### config.mk
export PLATFORM = sky130hd
export DESIGN_NAME = seven_segment_capture
export DESIGN_NICKNAME = d
export VERILOG_FILES = /design/src/rtl/seven_seg_pkg.sv /design/src/rtl/seg7_to_hex.sv /design/src/rtl/seven_segment_capture.sv
export SDC_FILE = /design/constraint.sdc
export NUM_CORES = 1
export LEC_CHECK = 0
export CORE_MARGIN = 5
export CORE_UTILIZATION = 50
export CTS_CLUSTER_DIAMETER = 30
export DETAILED_ROUTE_END_ITERATION = 6
export PLACE_DENSITY = 0.74
export REMOVE_ABC_BUFFERS = 1
export SYNTH_ARGS = -nofsm -noshare
export SYNTH_HDL_FRONTEND = slang
export SYNTH_SLANG_ARGS = --single-unit
### constraint.sdc
create_clock -name clk_in -period 2.81 [get_ports clk_in]
set_input_delay 0.562 -clock clk_in [delete_from_list [all_inputs] [get_ports clk_in]]
set_output_delay 0.562 -clock clk_in [all_outputs]
set_load 0.005 [all_outputs]
### src/rtl/seven_seg_pkg.sv
// Shared seven-segment definitions used by both the display driver and the capture monitor.
// Segment patterns are active-high with bit 0 = segment a through bit 6 = segment g.
package seven_seg_pkg;

   localparam int NUM_DIGITS = 8;

   typedef logic [3:0] hex_digit_t;

   localparam logic [6:0] SEG_PATTERN [16] = '{
      7'h3F, 7'h06, 7'h5B, 7'h4F, 7'h66, 7'h6D, 7'h7D, 7'h07,
      7'h7F, 7'h6F, 7'h77, 7'h7C, 7'h39, 7'h5E, 7'h79, 7'h71
   };

endpackage

### src/rtl/seg7_to_hex.sv
// Combinational reverse lookup of an active-high segment pattern to its hex nibble.
// o_match is low when the pattern is not one of the sixteen legal glyphs.
module seg7_to_hex
   import seven_seg_pkg::*;
(
   input  logic [6:0] i_seg,
   output hex_digit_t o_nibble,
   output logic       o_match
);

   always_comb begin
      o_nibble = '0;
      o_match  = 1'b0;
      for (int i = 0; i < 16; i++) begin
         if (i_seg == SEG_PATTERN[i]) begin
            o_nibble = hex_digit_t'(i);
            o_match  = 1'b1;
         end
      end
   end

endmodule

### src/rtl/seven_segment_capture.sv
// Receive-side monitor for the multiplexed 8-digit seven-segment bus: waits for each
// digit to settle, decodes it, and reassembles the 32-bit displayed value.
module seven_segment_capture
   import seven_seg_pkg::*;
#(
   parameter int SETTLE_CYCLES  = 16,
   parameter int TIMEOUT_CYCLES = 2_000_000
) (
   input  logic        clk_in,
   input  logic        rst_n_in,
   input  logic [6:0]  cat_in,
   input  logic [7:0]  an_in,
   output logic [31:0] val_out,
   output logic        valid_out,
   output logic [7:0]  digit_mask_out,
   output logic        err_out
);

   localparam int SW = $clog2(SETTLE_CYCLES + 1);
   localparam int IW = $clog2(TIMEOUT_CYCLES + 1);

   logic [14:0]     r_sync1, r_sync2;   // {an, cat}
   logic [SW-1:0]   r_settle;
   logic [IW-1:0]   r_idle;
   logic [31:0]     r_asm;
   logic [7:0]      r_mask;
   logic [31:0]     r_val;
   logic            r_valid;
   logic            r_err;

   logic            w_change, w_sample, w_onehot, w_decode, w_write, w_err;
   logic            w_done, w_timeout, w_match;
   logic [7:0]      w_an_act;
   logic [6:0]      w_seg;
   hex_digit_t      w_nibble;
   logic [31:0]     w_asm_next;
   logic [7:0]      w_mask_next;

   // Comparing the two synchronizer stages lets the sample land one edge earlier
   // than watching the second stage alone.
   assign w_change = (r_sync1 != r_sync2);
   assign w_sample = !w_change && (r_settle == SW'(SETTLE_CYCLES - 1));
   assign w_an_act = ~r_sync2[14:7];
   assign w_seg    = ~r_sync2[6:0];
   assign w_onehot = (w_an_act != 8'h00) && ((w_an_act & (w_an_act - 8'd1)) == 8'h00);
   assign w_decode = w_sample && w_onehot;
   assign w_write  = w_decode && w_match;
   assign w_err    = w_sample && (w_onehot ? !w_match : (w_an_act != 8'h00));

   seg7_to_hex u_dec (
      .i_seg    (w_seg),
      .o_nibble (w_nibble),
      .o_match  (w_match)
   );

   always_comb begin
      w_asm_next  = r_asm;
      w_mask_next = r_mask;
      if (w_write) begin
         for (int i = 0; i < NUM_DIGITS; i++) begin
            if (w_an_act[i]) w_asm_next[4*i +: 4] = w_nibble;
         end
         w_mask_next = r_mask | w_an_act;
      end
   end

   assign w_done    = w_write && (w_mask_next == 8'hFF);
   assign w_timeout = !w_decode && (r_idle == IW'(TIMEOUT_CYCLES - 1));

   always_ff @(posedge clk_in or negedge rst_n_in) begin
      if (!rst_n_in) begin
         r_sync1  <= '1;
         r_sync2  <= '1;
         r_settle <= '0;
         r_idle   <= '0;
         r_asm    <= '0;
         r_mask   <= '0;
         r_val    <= '0;
         r_valid  <= 1'b0;
         r_err    <= 1'b0;
      end else begin
         r_sync1 <= {an_in, cat_in};
         r_sync2 <= r_sync1;

         if (w_change)
            r_settle <= '0;
         else if (r_settle != SW'(SETTLE_CYCLES))
            r_settle <= r_settle + 1'b1;

         if (w_decode)
            r_idle <= '0;
         else if (r_idle != IW'(TIMEOUT_CYCLES))
            r_idle <= r_idle + 1'b1;

         r_asm   <= w_asm_next;
         r_valid <= w_done;
         r_err   <= w_err;

         if (w_done) begin
            r_val  <= w_asm_next;
            r_mask <= '0;
         end else if (w_timeout) begin
            r_mask <= '0;
         end else begin
            r_mask <= w_mask_next;
         end
      end
   end

   assign val_out        = r_val;
   assign valid_out      = r_valid;
   assign digit_mask_out = r_mask;
   assign err_out        = r_err;

endmodule

# [Yosys cells after proc, flatten, opt, wreduce, memory -nomap -nowiden]
# Cells that the tools add are included.
[totals] ff_bits=130 latch_bits=0 ram_bits=0 rom_bits=0 input_bits=17 out_inout_bits=42 wordCells=100 mem_count=0
[classes] addsub=3 n_mul=0 div_mod_pow=0 magnitude_cmp=0 eq_ne=22 n_shift=0 n_mux=48 bitwise_logic=4 n_reduce_logical=14
[ops] op="7-bit == test, second input constant" count=12
[ops] op="4-bit 2-to-1 mux" count=16
[ops] op="21-bit 2-to-1 mux" count=2
[ops] op="32-bit 2-to-1 mux" count=1
[ops] op="8-bit 2-to-1 mux" count=3
[ops] op="21-bit by 1-bit adder with 21-bit output, second input constant" count=1
[ops] op="21-bit == test, second input constant" count=1
[ops] op="21-bit != test, second input constant" count=1
[ops] op="1-bit 2-to-1 mux" count=18
[ops] op="15-bit != test" count=1
[ops] op="7-bit by 3-bit == test with 1-bit output, second input constant" count=2
[ops] op="7-bit by 6-bit == test with 1-bit output, second input constant" count=2
[ops] op="3-bit 2-to-1 mux" count=4
[ops] op="5-bit 2-to-1 mux" count=2
[ops] op="8-bit AND" count=1
[ops] op="8-bit == test, second input constant" count=1
[ops] op="8-bit zero test" count=1
[ops] op="8-bit inverter" count=1
[ops] op="8-bit OR" count=1
[ops] op="8-bit nonzero test" count=1
[ops] op="8-bit by 1-bit subtractor with 8-bit output, second input constant" count=1
[ops] op="1-bit logical AND" count=7
[ops] op="7-bit inverter" count=1
[ops] op="5-bit by 1-bit adder with 5-bit output, second input constant" count=1
[ops] op="other kinds (5)" count=9

# [Depth between registers and ports, before layout]
[logic_depth] depth_word=23 mapped_depth=10 mapped_depth_nobuf=8

# [Hierarchy]
# From an unflattened synthesis, not the netlist that was laid out.
[hier_totals] cells_unflattened=536 area_unflattened_um2=6180.9
[modules_own_cells] module="seven_segment_capture" n_inst=1 cells_each=475 area_each_um2=5765.5 seq_area_each_um2=3290.7
[modules_own_cells] module="seg7_to_hex" n_inst=1 cells_each=61 area_each_um2=415.4 seq_area_each_um2=0.0

# [Worst setup path after synthesis]
# No wires, ideal clock.
[synth_timing] path_type="reg2reg" startpoint="reg r_sync2[5]" endpoint="reg r_asm[13]" setup_time_ns=0.128 t_arrival_ns=2.520 required_ns=2.682 slack_ns=0.163 path_stages_with_launch=10 n_path_buf=2 period_less_slack_ns=2.647 path_cell_list="dfstp_2 buf_2 xor2_1 nor4_2 nand4_4 or3b_1 buf_4 a21o_4 nor2_8 mux2_1"
[synth_via] elab_chain_cells=20 word_cells_on_any_way=54 cone_classes="eq/ne: 17; mux: 32; bitwise: 1; reduce/logical: 4"
[synth_rtl] element="from (decl)" line="seven_segment_capture.sv:22" rtl="logic [14:0] r_sync1, r_sync2;"
[synth_rtl] element="from (signal assigned)" line="seven_segment_capture.sv:83" rtl="r_sync2 <= r_sync1;"
[synth_rtl] element="7-bit inverter" line="seven_segment_capture.sv:44" rtl="assign w_seg = ~r_sync2[6:0];"
[synth_rtl] element="7-bit by 6-bit == test with 1-bit output" line="seg7_to_hex.sv:15" rtl="if (i_seg == SEG_PATTERN[i]) begin"
[synth_rtl] element="1-bit 2-to-1 mux (16 in a row)" line="seg7_to_hex.sv:15"
[synth_rtl] element="1-bit logical AND" line="seven_segment_capture.sv:47" rtl="assign w_write = w_decode && w_match;"
[synth_rtl] element="32-bit 2-to-1 mux *" line="seven_segment_capture.sv:59" rtl="if (w_write) begin"
[synth_rtl] element="via w_asm_next[13]" line="seven_segment_capture.sv:36" rtl="logic [31:0] w_asm_next;"
[synth_rtl] element="to (signal assigned)" line="seven_segment_capture.sv:95" rtl="r_asm <= w_asm_next;"
[synth_rtl] element="to (decl)" line="seven_segment_capture.sv:25" rtl="logic [31:0] r_asm;"
# Mark *: on every way through the listed nets, which the timed path passes. The rest lies on a longest branch.
# A chain may end at the register's enable or synchronous reset.

# [Final worst setup path]
[layout_timing] startpoint="reg r_sync2[12]" endpoint="reg r_asm[9]"
[layout_via] elab_chain_cells=8 word_cells_on_any_way=12 cone_classes="add/sub: 1; eq/ne: 1; mux: 1; bitwise: 2; reduce/logical: 7"
[layout_rtl] element="8-bit inverter" line="seven_segment_capture.sv:43" rtl="assign w_an_act = ~r_sync2[14:7];"
[layout_rtl] element="8-bit by 1-bit subtractor with 8-bit output" line="seven_segment_capture.sv:45" rtl="assign w_onehot = (w_an_act != 8'h00) && ((w_an_act & (w_an_act - 8'd1)) == 8'h00);"
[layout_rtl] element="8-bit AND" line="seven_segment_capture.sv:45"
[layout_rtl] element="8-bit zero test" line="seven_segment_capture.sv:45"
[layout_rtl] element="1-bit logical AND" line="seven_segment_capture.sv:45"
[layout_rtl] element="1-bit logical AND *" line="seven_segment_capture.sv:46" rtl="assign w_decode = w_sample && w_onehot;"
[layout_rtl] element="1-bit logical AND *" line="seven_segment_capture.sv:47"
[layout_rtl] element="32-bit 2-to-1 mux *" line="seven_segment_capture.sv:59"
[layout_rtl] element="via w_asm_next[9]" line="seven_segment_capture.sv:36"
# Marks and branches as above.

==> results.sh <==
export IMPL_min_period_ns=2.65
export IMPL_ys_seq_area_share_pct=54.5
export IMPL_area_delta_synth_final_pct=24.3
export IMPL_setup_viol=0
export IMPL_place_area_um2=6860
export IMPL_die_area_um2=14400
export IMPL_fin_area_um2=7500
export IMPL_min_path_type="input pin to async pin"
export IMPL_syn_inst=524
export IMPL_startpoint="r_sync2[12]"
export IMPL_powerDensity_nw_per_um2=573
export IMPL_rr_worst_depth=7
export IMPL_grt_first_pass_wirelength_um=21600
export IMPL_whs_ns=0.0682
export IMPL_critPathKind="flip-flop to flip-flop"
export IMPL_critPathCaptureType="flip-flop"
export IMPL_critPathLaunchType="flip-flop"
export IMPL_initial_core_util_pct=50.7
export IMPL_routed_wl_um=12800
export IMPL_grt_max_degree=76
export IMPL_peakVddDrop_mv=0.314
export IMPL_drv_slew=0
export IMPL_gp_congestion=0.877
export IMPL_power_mw=4.30
export IMPL_avgViaCountPerCell=5.48
export IMPL_wl_per_cell_um=16.8
export IMPL_io_pins=59
export IMPL_rows=40
export IMPL_clock_path_buffers=2
export IMPL_insertion_delay_ns=0.42
export IMPL_synthFlopType="dfrtp_1"
export IMPL_die_h_um=120
export IMPL_route_detailed_drc=0
export IMPL_async_flop_share_pct=100
export IMPL_stdcell_count=764
export IMPL_reg2reg_to="r_asm[9]"
export IMPL_dp_cells=728
export IMPL_ys_ff_latch=130
export IMPL_syn_area_um2=6040
export IMPL_max_cap_violations=0
export IMPL_final_setup_tns_ns=0
export IMPL_syn_area_per_cell_um2=11.5
export IMPL_fmax_mhz=378
export IMPL_layout_nets=626
export IMPL_crit_required_ns=3.10
export IMPL_dp_slack_ns=0.122
export IMPL_synth_edf_count=0
export IMPL_numCtsBuffers=17
export IMPL_cts_sinks=130
export IMPL_yosysWarnings=0
export IMPL_fin_crit_sh_pct=94.2
export IMPL_first_pass_iters=4
export IMPL_crit_fanout=8
export IMPL_layout_setup_ws_ns=0.162
export IMPL_core_area_um2=11900
export IMPL_leakage_nw=3.33
export IMPL_worstMarginPinSlew_ns=0.670
export IMPL_rsz0062_at_grt="no"
export IMPL_grt_remaining_overflow=0
export IMPL_critPathArrivalTime_ns=2.94
export IMPL_detail_route_antenna_nets=0
export IMPL_cts_tree="yes"
export IMPL_dpl_hpwl_um=8860
export IMPL_grt_pass1_vias=4265
export IMPL_clk_pin_slew_worst_paths_ns=0.05
export IMPL_layout_drive_gt1_share_pct=19.3
export IMPL_n_antenna_cell=0
export IMPL_drtIter0Drc=308
export IMPL_r2r_setup_slack_ns=0.16
export IMPL_status="complete, no violations"
export IMPL_cts_root_buf="clkbuf_16"
export IMPL_r2r_start="r_sync2[12]"
export IMPL_fin_util_pct=63.0
export IMPL_grt_use_total_pct=19.0
export IMPL_htree_levels=4
export IMPL_antenna_found_initial=0
export IMPL_synth_distinct_cells=62
export IMPL_num_fill_cells=973
export IMPL_skew_ns=0.00887
export IMPL_vias=4183
export IMPL_die_w_um=120
export IMPL_port_buffers=58
export IMPL_relSlewSlack_pct=54.2
export IMPL_hold_violations=0
## sequential cells by signal, summed over array words and instances (netlist names)
signal / cells
err_out: 1
r_sync1: 15
val_out: 32
valid_out: 1
r_sync2: 15
r_asm: 32
r_idle: 21
digit_mask_out: 8
r_settle: 5
## area by class of cell
type                    count  area [µm²]  area share [%]
inverters                  16        60.1           0.800
well taps                 147         184            2.45
clock buffers              27         503            6.70
repair buffers             88         848            11.3
clock inverters             5        75.1            1.00
flip-flops and latches    130        3290            43.8
multi-input cells         351        2540            33.9
## per-layer routing
metal	track usage, %	vias to the layer above	wire length, µm
li1	-	2007	-
met3	4.81	16	541
met1	24.2	2085	5620
met2	31.5	75	6470
met4	7.23	0	192
met5	0	-	0
## Yosys cell counts (9+ instances only)
cell type,number,share of area [%]
nand2_1,34,2.1
o21ai_0,33,2.7
mux2_1,24,4.5
o21a_1,9,1.1
nor3_1,15,1.2
xnor2_1,13,1.9
nand3_1,12,0.99
nor2_1,39,2.4
xor2_1,23,3.3
mux2i_1,11,1.8
dfrtp_1,100,41
inv_1,16,0.99
clkbuf_1,10,0.62
a21oi_1,31,2.6
dfstp_2,30,13
## timing repair
action                                  4_1_cts  5_1_grt
endpoints found under the setup margin        0       22
setup buffers                                 0        4
hold buffers                                  0        0
gates resized for setup                       0        5
## kinds of logic after synthesis
group                      count (synthesis)  share of synthesized area [%]
buffers and inverters                     43                           3.59
xor gates and xnor gates                  37                           5.49
adders and majority gates                  5                           1.04
AOI/OAI and AO/OA                        107                           10.9
muxes                                     43                           8.04
and+or+nand+nor                          159                           16.4
DFF                                      130                           54.5
## power breakdown
group | internal, mW | switching, mW
clock | 1.40 | 0.749
sequential | 1.92 | 0.0294
combinational | 0.0814 | 0.129
## how the worst max path moves through the flow
stage	slack [ns]	cells after the start	endpoint
floorplan	-0.35	7	digit_mask_out[3]
global placement	0.19	7	r_asm[20]
detailed placement	0.12	8	val_out[15]
CTS	0.09	8	val_out[15]
global route	0.002	9	val_out[19]
finish	0.16	7	r_asm[9]
## critical path, stage by stage, from the launching register on
cell and delay (ns):
dfstp_2 0.61, xor2_1 0.13, nor4_4 0.37, nand4_4 0.13, or3b_1 0.43, a21o_4 0.35
nor2_8 0.16, mux2_1 0.34
## cells in the final DEF, fill, tap and decap left out, types with 3 or more instances in the layout
master and n:
o211ai_1 3, dfstp_2 30, mux2_4 4, nor2b_1 4
mux2_1 24, buf_4 26, mux2i_1 11, a21oi_1 31
a211oi_1 4, nand3b_1 4, clkinv_2 3, nand4b_1 5
dfrtp_1 100, o21a_1 9, o21ai_0 32, o21ai_1 6
ha_1 5, nor2_1 39, clkbuf_8 4, nor4_1 3
nand4_1 7, inv_1 16, clkbuf_1 6, nand2b_1 4
nor2_8 8, nor3_1 14, nand3_1 12, xor2_1 23
o31ai_1 8, buf_12 3, clkbuf_16 17, nand2_1 34
or3_1 4, nor4_4 3, xnor2_1 13, clkdlybuf4s50_1 57
mux2_2 4, and3_1 3
Note: power is estimated with default switching activity, not from simulation.
